--- src/rtl/avm_single_read.sv ---
// Single Avalon-MM read: holds the request through waitrequest, aborts after
// TIMEOUT_CYCLES stalls, and flags data READ_LATENCY cycles after acceptance.
module avm_single_read #(
   parameter int unsigned READ_LATENCY   = 0,
   parameter int unsigned TIMEOUT_CYCLES = 255
) (
   input  logic        clock,
   input  logic        reset,
   input  logic        go,
   input  logic        addr,
   input  logic        avm_waitrequest,
   input  logic [31:0] avm_readdata,
   output logic        avm_read,
   output logic        avm_address,
   output logic [31:0] rdata_out,
   output logic        valid,
   output logic        to
);

   localparam logic [15:0] WAIT_LAST = 16'(TIMEOUT_CYCLES - 1);
   localparam logic [2:0]  LAT_LOAD  = (READ_LATENCY == 0) ? 3'd0 : 3'(READ_LATENCY - 1);

   logic        read_q, read_d;
   logic        addr_q, addr_d;
   logic [15:0] wait_q, wait_d;
   logic [2:0]  lat_q, lat_d;
   logic        lat_busy_q, lat_busy_d;

   always_ff @(posedge clock) begin
      if (reset) begin
         read_q     <= 1'b0;
         addr_q     <= 1'b0;
         wait_q     <= '0;
         lat_q      <= '0;
         lat_busy_q <= 1'b0;
      end else begin
         read_q     <= read_d;
         addr_q     <= addr_d;
         wait_q     <= wait_d;
         lat_q      <= lat_d;
         lat_busy_q <= lat_busy_d;
      end
   end

   always_comb begin
      read_d     = read_q;
      addr_d     = addr_q;
      wait_d     = wait_q;
      lat_d      = lat_q;
      lat_busy_d = lat_busy_q;
      valid      = 1'b0;
      to         = 1'b0;
      if (go) begin
         read_d = 1'b1;
         addr_d = addr;
         wait_d = '0;
      end else if (read_q) begin
         if (avm_waitrequest) begin
            if (wait_q == WAIT_LAST) begin
               to     = 1'b1;
               read_d = 1'b0;
               wait_d = '0;
            end else if (wait_q != '1) begin
               wait_d = wait_q + 16'd1;
            end
         end else begin
            read_d = 1'b0;
            wait_d = '0;
            // zero latency: data is sampled in the acceptance cycle itself
            if (READ_LATENCY == 0) begin
               valid = 1'b1;
            end else begin
               lat_busy_d = 1'b1;
               lat_d      = LAT_LOAD;
            end
         end
      end else if (lat_busy_q) begin
         if (lat_q == '0) begin
            valid      = 1'b1;
            lat_busy_d = 1'b0;
         end else begin
            lat_d = lat_q - 3'd1;
         end
      end
   end

   assign avm_read    = read_q;
   assign avm_address = addr_q;
   assign rdata_out   = avm_readdata;

endmodule

--- config.mk ---
export PLATFORM = sky130hd
export DESIGN_NAME = avm_single_read
export DESIGN_NICKNAME = d
export VERILOG_FILES = /design/src/rtl/avm_single_read.sv
export SDC_FILE = /design/constraint.sdc
export NUM_CORES = 1
export LEC_CHECK = 0
export BUFFER_PORTS_ARGS = -buffer_cell sky130_fd_sc_hd__buf_2
export CAP_MARGIN = 20
export CORE_UTILIZATION = 42
export DETAILED_ROUTE_END_ITERATION = 8
export GPL_ROUTABILITY_DRIVEN = 0
export GPL_TIMING_DRIVEN = 0
export PLACE_DENSITY_LB_ADDON = 0.05
export SYNTH_ARGS = -nofsm -noshare
export SYNTH_HDL_FRONTEND = slang
export SYNTH_SLANG_ARGS = --single-unit
--- constraint.sdc ---
create_clock -name clock -period 1.96 [get_ports clock]
set_input_delay 0.196 -clock clock [delete_from_list [all_inputs] [get_ports clock]]
set_output_delay 0.196 -clock clock [all_outputs]
set_load 0.02 [all_outputs]
==> insert_results.sql <==
INSERT INTO impl_metrics (metric_group, metric, value, unit) VALUES
('run_status', 'run_status', 'finished, final reports clean', ''),
('sta', 'max_freq', '524.5', 'MHz'),
('yosys', 'synthCells', '181', ''),
('route', 'detailroute.via_count', '1475', ''),
('route', 'drt-vias-per-instance', '5.344', ''),
('setup_path', 'slowest_delay', '0.52', 'ns'),
('die', 'core_area', '3390', 'sq um'),
('place', 'place_ws', '-0.1967', 'ns'),
('yosys', 'synthDistinctLibCells', '48', ''),
('setup_path', 'criticalPathCategory', 'reg -> reg', ''),
('setup_path', 'cpMaxStageDelayCell', 'or4_1', ''),
('finish', 'ratio_of_cells_with_drive_above_1_in_the_final_layout', '49.57', '%'),
('sta', 'timing.slew.headroom', '67.78', '%'),
('sta', 'report.final.hold_viol_count', '0', ''),
('global_routing', 'gr-usage-all-layers', '17.88', '%'),
('worst_hold_path', 'holdCritStartpoint', 'addr', ''),
('setup_path', 'worstSetupEndpointType', 'flip-flop', ''),
('yosys', 'synth.net_count', '222', ''),
('setup_path', 'start_kind', 'flip-flop', ''),
('yosys', 'number_of_synthesized_flops_with_an_enable_pin', '0', ''),
('cts', 'deepest_level_of_the_cts_h_tree', '1', ''),
('cts', 'cts_buffers', '3', ''),
('finish', 'final_core_util', '58.25', '%'),
('pwr', 'power', '921.4', 'uW'),
('finish', 'multi_input_comb_area', '865.8', 'sq um'),
('setup_path', 'r2r_end', 'wait_q[14]', ''),
('route', 'first_pass_iters', '4', ''),
('place', 'place.port_buffers', '39', ''),
('die', 'fp.dieH', '62.14', 'microns'),
('yosys', 'synthesis.area_per_instance', '8.392', 'sq um'),
('pwr', 'leakagePower', '0.9093', 'nW'),
('yosys', 'postSynth.asyncResetShare', '0', '%'),
('cts', 'post_cts_hold_buffers', '0', ''),
('finish', 'syn2layout_area_growth', '29.98', '%'),
('sta', 'rsz0062_at_grt', 'yes', ''),
('cts', 'cts_tree', 'yes', ''),
('route', 'drt-wirelength-per-cell', '13.17', 'microns'),
('yosys', 'ys_top_cells_by_count', 'buf_4, dfxtp_1, nand3_1, nor2_1, nand2_1', ''),
('route', 'drcViolationCount', '0', ''),
('worst_hold_path', 'hold_class', 'in -> reg', ''),
('worst_hold_path', 'worstHoldPathCells', '3', ''),
('yosys', 'yosysWarningCount', '0', ''),
('cts', 'cts.root.buffer_cell', 'clkbuf_4', ''),
('route', 'number_of_nets_with_antenna_violations_after_routing', '0', ''),
('die', 'start_util', '44.81', '%'),
('yosys', 'synth.yosys.seq_area_share', '29.00', '%'),
('sta', 'final_critical_path_share_of_the_clock_period', '97.28', '%'),
('sta', 'post-route-worst-setup-slack', '0.05333', 'ns'),
('global_routing', 'grt_start_max_net_pins', '13', ''),
('worst_hold_path', 'hold_path_end', 'avm_address', ''),
('yosys', 'synth_top_flop_cell', 'dfxtp_1', ''),
('finish', 'nFillCells', '312', ''),
('place', 'place_hpwl', '2640', 'microns'),
('yosys', 'synthTopCellsByArea', 'dfxtp_1, buf_4, nand3_1', ''),
('sta', 'setup_viol_count_final', '0', ''),
('cts', 'clock_latency_on_the_worst_skew_pair', '0.32', 'ns'),
('setup_path', 'r2r_slack', '0.05', 'ns'),
('finish', 'nets', '272', ''),
('sta', 'slew_violations', '0', ''),
('run', 'timing.max_cap.violations', '0', ''),
('global_routing', 'grt-ovfl-total', '0', ''),
('sta', 'min_period', '1.907', 'ns'),
('yosys', 'synth_most_common_cell', 'buf_4', ''),
('finish', 'n_antenna_cell', '0', ''),
('cts', 'cts_buffer_depth', '2', ''),
('setup_path', 'timing.critical_path.buf_inv', '1', ''),
('sta', 'hold_ws', '0.1094', 'ns'),
('setup_path', 'critical_path.top_delay_family', 'simple AND/OR/NAND/NOR gates', ''),
('yosys', 'synthDominantAreaCellType', 'dfxtp_1', ''),
('route', 'detail_route.wirelength', '3634', 'microns'),
('die', 'ios', '73', '');
==> final cells by class <==
cell class,instances,share of cell area [%]
well taps,46,2.915
inverters,6,1.141
repair buffers,45,13.18
clock buffers,4,1.838
plain buffers,37,14.20
flip-flops and latches,22,22.88
multi-input cells,116,43.85
==> how the worst max path moves through the flow <==
stage | cells after the start | slack [ns] | from | to
global placement | 7 | -0.17 | wait_q[0] | wait_q[2]
finish | 7 | 0.05 | wait_q[0] | wait_q[14]
global route | 6 | -0.04 | wait_q[9] | wait_q[9]
CTS | 4 | 0.006 | wait_q[9] | to
detailed placement | 7 | -0.20 | wait_q[1] | wait_q[2]
floorplan | 6 | 0.12 | wait_q[0] | wait_q[12]
==> layout by cell type (no fill, tap or decap), types with 4 or more instances in the layout <==
cell type / instances
dfxtp_2: 6
buf_2: 39
nand2_1: 10
nor3_2: 4
a22o_1: 5
nor2_1: 12
a21o_1: 7
buf_4: 38
nand3_1: 14
inv_1: 5
nand4_1: 5
a21oi_1: 4
o2bb2ai_1: 4
dfxtp_1: 15
==> power by group <==
part           internal [mW]  switching [mW]
logic                 0.0974           0.110
clock network          0.114           0.149
registers              0.449         0.00208
==> stage by stage <==
step	area (sq um)	TNS [ns]	std cells
after floorplan	1519	0	181
after global placement	1772	-1.307	266
after detailed placement	1772	-1.571	266
after CTS	1823	0	270
after global routing	1974	-0.1433	276
final	1974	0	276
==> worst min-delay path: cells and delay by family <==
family	cells	cell delay [ns]
buffers and inverters	1	0.07
muxes	1	0.06
and+or+nand+nor	1	0.08
==> kinds of logic (layout without fill, tap and decap cells) <==
logic type,after synthesis,after routing,share of synthesized area [%]
DFF,22,22,28.99
AOI/OAI and AO/OA,32,32,16.39
and+or+nand+nor,77,77,29.90
xor gates and xnor gates,2,2,1.153
muxes,1,1,0.6590
buffers and inverters,43,92,19.60
adders and majority gates,4,4,3.295
==> sequential cells by signal, indices dropped and copies added (netlist names) <==
signal,flops
wait_q,16
lat_q,3
avm_address,1
avm_read,1
lat_busy_q,1
==> timing repair <==
| item | 4_1_cts | 5_1_grt |
|---|---|---|
| buffers inserted | 0 | 5 |
| pin swaps | 0 | 7 |
| setup endpoints to repair | 14 | 15 |
| gates cloned | 0 | 1 |
| gates resized for setup | 4 | 24 |
==> routing by layer <==
layer  global-route usage [%]  vias up  routed length, microns
li1                         -      718                       -
met1                    22.45      692                    1604
met2                    31.18       61                    1782
met3                    4.044        4                     221
met4                    3.488        0                      25
met5                        0        -                       0
Power figures use the tool's default switching activity.
